File: config.mk
export PLATFORM = sky130hd
export DESIGN_NAME = mdio_mgmt_responder
export DESIGN_NICKNAME = d
export VERILOG_FILES = /design/src/rtl/mdio_mgmt_responder.sv
export SDC_FILE = /design/constraint.sdc
export NUM_CORES = 1
export LEC_CHECK = 0
export ABC_AREA = 1
export CAP_MARGIN = 20
export CORE_ASPECT_RATIO = 0.75
export CORE_UTILIZATION = 60
export DETAILED_ROUTE_END_ITERATION = 10
export PLACE_DENSITY = 0.77
export REMOVE_ABC_BUFFERS = 1
export SETUP_SLACK_MARGIN = 0.02
export SLEW_MARGIN = 10
export SYNTH_ARGS = -nofsm -noshare
export SYNTH_HDL_FRONTEND = slang
export SYNTH_SLANG_ARGS = --single-unit
File: constraint.sdc
create_clock -name clk -period 17.55 [get_ports clk]
set_input_delay 5.265 -clock clk [delete_from_list [all_inputs] [get_ports clk]]
set_output_delay 5.265 -clock clk [all_outputs]
set_load 0.005 [all_outputs]
File: src/rtl/mdio_mgmt_responder.sv
// Clause 22 MDIO responder: oversamples MDC/MDIO, serves register reads, reports writes.
// MDIO drive changes land <=4 clk after the MDC pin falls; no backpressure, the SMI master sets the pace.
module mdio_mgmt_responder #(
  parameter int          NUM_REGS     = 16,
  parameter logic [15:0] PHY_ID1      = 16'h0180,
  parameter logic [15:0] PHY_ID2      = 16'hDD00,
  parameter logic [15:0] CTRL_RESET   = 16'h1140,
  parameter int          PREAMBLE_MIN = 32,
  parameter int          TIMEOUT_CYC  = 4096
) (
  input  logic        clk,
  input  logic        rst,
  input  logic [4:0]  phy_addr,
  input  logic        mdc,
  input  logic        mdio_in,
  output logic        mdio_out,
  output logic        mdio_oe,
  input  logic [15:0] status_in,
  output logic [15:0] ctrl_reg,
  output logic        wr_valid,
  output logic [4:0]  wr_addr,
  output logic [15:0] wr_data,
  output logic        busy
);

  localparam int            TW        = $clog2(TIMEOUT_CYC + 1);
  localparam logic [TW-1:0] TMO_LIMIT = TW'(TIMEOUT_CYC);
  localparam logic [5:0]    PRE_MIN   = 6'(PREAMBLE_MIN);
  localparam logic [5:0]    REG_LIM   = 6'(NUM_REGS);

  typedef enum logic [2:0] {
    S_IDLE, S_ST2, S_OP, S_PHYAD, S_REGAD, S_TA, S_DATA, S_COMMIT
  } state_t;

  state_t        state, state_nxt;
  logic [1:0]    mdc_sync, mdio_sync;
  logic          mdc_q;
  logic          rise, fall, bit_in, timeout, stored;
  logic [5:0]    pre_cnt;
  logic [4:0]    bit_cnt, regad, shift5;
  logic [1:0]    shift2;
  logic [15:0]   in_sr, rd_sr, rdata;
  logic          is_read;
  logic [TW-1:0] tmo_cnt;
  logic [15:0]   regs [32];

  assign rise    = mdc_sync[1] & ~mdc_q;
  assign fall    = ~mdc_sync[1] & mdc_q;
  assign bit_in  = mdio_sync[1];
  assign shift2  = {in_sr[0], bit_in};
  assign shift5  = {in_sr[3:0], bit_in};
  assign timeout = (state != S_IDLE) && (tmo_cnt == TMO_LIMIT);
  assign stored  = ({1'b0, regad} >= 6'd4) && ({1'b0, regad} < REG_LIM);
  assign busy    = (state != S_IDLE);

  always_comb begin
    rdata = 16'h0000;
    case (regad)
      5'd0:    rdata = ctrl_reg;
      5'd1:    rdata = status_in;
      5'd2:    rdata = PHY_ID1;
      5'd3:    rdata = PHY_ID2;
      default: if (stored) rdata = regs[regad];
    endcase
  end

  always_ff @(posedge clk or posedge rst) begin
    if (rst) state <= S_IDLE;
    else     state <= state_nxt;
  end

  always_comb begin
    state_nxt = state;
    if (timeout) begin
      state_nxt = S_IDLE;
    end else begin
      case (state)
        S_IDLE:   if (rise && !bit_in && pre_cnt >= PRE_MIN) state_nxt = S_ST2;
        S_ST2:    if (rise) state_nxt = bit_in ? S_OP : S_IDLE;
        S_OP:     if (rise && bit_cnt == 5'd1)
                    state_nxt = (shift2 == 2'b10 || shift2 == 2'b01) ? S_PHYAD : S_IDLE;
        S_PHYAD:  if (rise && bit_cnt == 5'd4)
                    state_nxt = (shift5 == phy_addr) ? S_REGAD : S_IDLE;
        S_REGAD:  if (rise && bit_cnt == 5'd4) state_nxt = S_TA;
        S_TA: begin
          if (rise) begin
            if (is_read)                state_nxt = S_DATA;
            else if (bit_cnt == 5'd1)   state_nxt = (shift2 == 2'b10) ? S_DATA : S_IDLE;
          end
        end
        S_DATA: begin
          if (is_read) begin
            if (fall && bit_cnt == 5'd16) state_nxt = S_IDLE;
          end else if (rise && bit_cnt == 5'd15) begin
            state_nxt = S_COMMIT;
          end
        end
        S_COMMIT: state_nxt = S_IDLE;
        default:  state_nxt = S_IDLE;
      endcase
    end
  end

  always_ff @(posedge clk or posedge rst) begin
    if (rst) begin
      mdc_sync  <= '0;
      mdio_sync <= '0;
      mdc_q     <= 1'b0;
      tmo_cnt   <= '0;
      pre_cnt   <= '0;
      bit_cnt   <= '0;
      in_sr     <= '0;
      rd_sr     <= '0;
      regad     <= '0;
      is_read   <= 1'b0;
      mdio_out  <= 1'b0;
      mdio_oe   <= 1'b0;
      wr_valid  <= 1'b0;
      wr_addr   <= '0;
      wr_data   <= '0;
      ctrl_reg  <= CTRL_RESET;
      for (int i = 0; i < 32; i++) regs[i] <= '0;
    end else begin
      mdc_sync  <= {mdc_sync[0], mdc};
      mdio_sync <= {mdio_sync[0], mdio_in};
      mdc_q     <= mdc_sync[1];
      tmo_cnt   <= (state == S_IDLE || rise) ? '0 : tmo_cnt + 1'b1;

      // Preamble only accumulates while idle, so every frame needs a fresh one.
      if (state != S_IDLE) pre_cnt <= '0;
      else if (rise)       pre_cnt <= !bit_in ? '0 : ((pre_cnt == 6'h3F) ? pre_cnt : pre_cnt + 1'b1);

      if (state_nxt != state) bit_cnt <= '0;
      else if (rise)          bit_cnt <= bit_cnt + 1'b1;

      if (rise) in_sr <= {in_sr[14:0], bit_in};
      if (state == S_OP && rise && bit_cnt == 5'd1)    is_read <= (shift2 == 2'b10);
      if (state == S_REGAD && rise && bit_cnt == 5'd4) regad   <= shift5;

      if (timeout) begin
        mdio_oe  <= 1'b0;
        mdio_out <= 1'b0;
      end else if (state == S_TA && is_read && fall) begin
        mdio_oe  <= 1'b1;
        mdio_out <= 1'b0;
        rd_sr    <= rdata;
      end else if (state == S_DATA && is_read && fall) begin
        if (bit_cnt == 5'd16) begin
          mdio_oe  <= 1'b0;
          mdio_out <= 1'b0;
        end else begin
          mdio_out <= rd_sr[15];
          rd_sr    <= {rd_sr[14:0], 1'b0};
        end
      end

      wr_valid <= 1'b0;
      if (state == S_COMMIT) begin
        wr_valid <= 1'b1;
        wr_addr  <= regad;
        wr_data  <= in_sr;
        // Soft-reset bit self-clears, but the notification still carries what was written.
        if (regad == 5'd0) ctrl_reg     <= {1'b0, in_sr[14:0]};
        else if (stored)   regs[regad]  <= in_sr;
      end
    end
  end

endmodule
==> impl_summary.md <==
Status
The run finished with clean final reports.

Cells and area
The area growth from synthesis to layout is 13.4%. At the end of the flow the core is filled with cells to 0.694. The register with the highest flop count is regs.

The final cell area excluding filler cells is 15,300 sq um. For this run, the post-layout net count is 1,663. The register with the most flip-flops in the layout has 192 of them.

The antenna diode count is 0. In the final layout, the share of cells above drive strength 1 is 0.0563.

Flow run
The tool flagged a number of max-cap violations equal to 0.

Timing
The routed design could run at a clock period as short as 7540 ps. The total count of hold-check failures in the final report is 0. The number of pins with negative max-slew slack in the final report is 0. Setup repair after global routing left no endpoint under its margin. For this run, the top clock speed supported by timing is 133 MHz.

The relative slew slack is 0.259. The slew of the pin with the lowest slew margin is 1110 ps. The final worst clock skew is 11.5 ps.

Setup violations remaining at the end of the flow were counted as 0. The fraction of the cycle the final worst path needs is 0.430. For the final routed database, the setup TNS stands at 0 ps.

Floorplanning
The starting density of the core is 0.612. The floorplan has 47 rows. The floorplan step set the die width to 175 microns.

The die height is 132 microns. In this run the standard cell core region covers 22,100 sq um. The die covers 23,100 sq um. The top-level I/O count is 66.

CTS
The post-CTS clock slew at the launch and capture registers of the worst setup and hold paths is 60 ps. Counting every sink on the clock net gives 301. The maximum level of the CTS H-tree is 1. TritonCTS created 28 clock buffers. No sink is reached through more buffers than the 3 on the longest clock path. Buffers added to address setup during post-CTS repair amount to 0. Clock latency on the worst-skew pair, taken at its later pin, is 540 ps. TritonCTS built the clock tree.

The post-CTS resize count is 0. The number of hold-repair buffers added at the cts stage is 0. The cell sitting at the root of the clock tree is a clkbuf_16.

Setup path
The endpoint required time on the critical path is 18,070 ps. The sort of element at the end of the critical path is an asynchronous set/reset pin. For this run, the slowest stage of the critical path takes 890 ps. The most common cell type on the critical path is buf_4. The signal on the critical path passes through clkdlybuf4s50_1 -> inv_8 -> buf_4 -> buf_4. The worst setup path is launched from an input port. The slowest stage of the critical path is the buf_4 cell. The arrival time reported for the critical path endpoint is 8060 ps.

The critical-path maximum fanout is 82. By startpoint and endpoint, the worst setup path is classified as input port to asynchronous set/reset pin.

Detailed routing
Dividing the detail-routed via count by the number of cells gives 5.77. The final wirelength is 35,000 microns. The total via count after detailed routing is 11,200. In this run, the number of DRC markers left after iteration 0 of detailed routing was 1,245. The number of design rule violations left after detail routing is 0.

The routed length per placed instance is 18.0 microns. For this run, the detailed router's first-pass iteration total came to 5. The count of nets left with antenna violations once routing finished came out at 0.

Global routing
The initial antenna violation count is 1. The first global-routing pass estimated 56,500 microns of wire. The largest net degree at the start of global routing is 83. Across every metal layer, demand over resource in global routing totals 0.309.

The number of global-route vias before repair is 10,400. The global-route congestion overflow total is 0.

Logic synthesis
Counting every instance in the synthesized netlist gives 1,615. The part of the Yosys area used for sequential elements is 0.558. The number of flip-flops and latches in the synthesized netlist is 301. The combined area of all synthesized cells is 13,500 sq um. Of the post-synthesis cell area, the dominant cell type holds 0.552. By area the synthesized netlist is led by dfrtp_1 55%, nand2_1 16%, o21ai_0 9.6%. The yosys synthesis warning count is 0. The mean post-synth cell area is 8.36 sq um. The number of distinct library cell variants in the gate-level netlist after synthesis is 42. Of all cell types, the one taking the most synthesized area is dfrtp_1.

Power and ir drop
The power per cell area is 94.6 nW/um^2. The cell leakage power is 0.00684 uW. The worst supply voltage drop on vdd is 89.8 uV.

Place
Buffers placed on the I/O ports in this run total 64. The routability-driven placement congestion ratio is 0.852. Once detailed placement completed, the half-perimeter wirelength came to 21,000 microns. Once placement finished, the instance area stood at 14,200 sq um.

Worst hold path
The path type of the worst min-delay path is flop to flop.
==> synth_stat cells, drive strengths merged <==
cell type and count:
dfrtp 298, dfstp 3, o21bai 1, o21a 3
nor2 60, a2bb2oi 13, xor2 5, nor4 2
a21boi 1, a31oi 6, or2 1, nor3 13
o21ai 258, o211ai 2, o2111ai 1, nand2 568
a22oi 3, inv 76, nand4 48, nor3b 5
ha 9, a21oi 58, a32o 1, clkbuf 74
o41ai 2, xnor2 4, buf 28, clkinv 3
a221oi 2, conb 1, a211o 1, nand3 65
==> report_power, final <==
part / total [uW] / leakage [uW] / switching, uW / internal, uW
clock: 634 / 0.000479 / 262 / 371
sequential: 722 / 0.00414 / 14.2 / 708
combinational: 91.9 / 0.00222 / 69.9 / 22.0
total: 1450 / 0.00684 / 346 / 1100
==> cells in the final DEF (no fill, tap or decap), types with 3 or more instances in the layout <==
master | Yosys | layout
dfrtp_1 | 298 | 298
inv_2 | 4 | 4
a31oi_1 | 6 | 6
clkdlybuf4s50_1 | 0 | 64
clkinv_1 | 3 | 3
ha_1 | 9 | 9
xor2_1 | 5 | 5
o21ai_0 | 258 | 258
clkbuf_1 | 74 | 4
buf_16 | 0 | 3
nand3_1 | 64 | 64
a21oi_1 | 58 | 58
xnor2_1 | 4 | 4
clkbuf_8 | 0 | 6
nor3b_1 | 5 | 5
nand2_1 | 567 | 567
nand4_1 | 48 | 48
a2bb2oi_1 | 13 | 13
o21a_1 | 3 | 3
dfstp_2 | 3 | 3
clkinv_2 | 0 | 8
bufinv_16 | 0 | 3
inv_1 | 72 | 71
nor2_1 | 53 | 52
nor3_1 | 10 | 10
buf_4 | 3 | 18
nor2_4 | 4 | 5
nor2_2 | 3 | 3
clkbuf_16 | 0 | 29
a22oi_1 | 3 | 3
==> kinds of logic after synthesis <==
logic type	share of synthesized area
AO/OA/AOI/OAI	0.139
AND/OR/NAND/NOR	0.235
other	0.000278
buffers and inverters	0.0530
XOR/XNOR	0.00584
flip-flops	0.558
adder cells (fa/ha/maj)	0.00834
==> worst max-delay path, delay by kind of cell <==
| family | cells | cell delay [ps] |
|---|---|---|
| buffers and inverters | 4 | 2670 |
==> per-layer routing <==
metal / track usage / vias to the layer above / routed length [microns]
li1: - / 5340 / -
met1: 0.467 / 5395 / 15800
met2: 0.469 / 445 / 15600
met3: 0.0594 / 47 / 3050
met4: 0.0652 / 0 / 588
met5: 0 / - / 0
==> worst paths after layout <==
check | depth (start not counted) | slack [ps] | startpoint | endpoint
worst max-delay path | 4 | 10010 | rst | regs[412]
worst min-delay path | 0 | 350 | mdc_sync[0] | mdc_sync[1]
worst max register to register | 6 | 13830 | regad[0] | ctrl_reg[5]
worst min register to register | 0 | 350 | mdc_sync[0] | mdc_sync[1]
max in group clk | 3 | 10360 | state[1] | busy
min in group asynchronous | 2 | 5210 | rst | in_sr[12]
==> cell type report <==
cell class	instances	area [sq um]
flip-flops and latches	301	7540
fillers	1729	6750
multi-input cells	1133	5260
repair buffers	86	873
clock buffers	39	823
well taps	294	368
inverters	79	304
clock inverters	13	145
==> per-stage QoR <==
stage	total power, uW	setup WS [ps]	instances	hold slack [ps]
floorplan	790	3970	1513	331
global placement	824	9330	1889	332
detailed placement	827	9310	1889	342
CTS	1460	9880	1941	356
global route	1500	9550	1945	358
finish	1450	10010	1945	354
No activity file was read; power rests on OpenSTA's default activity.
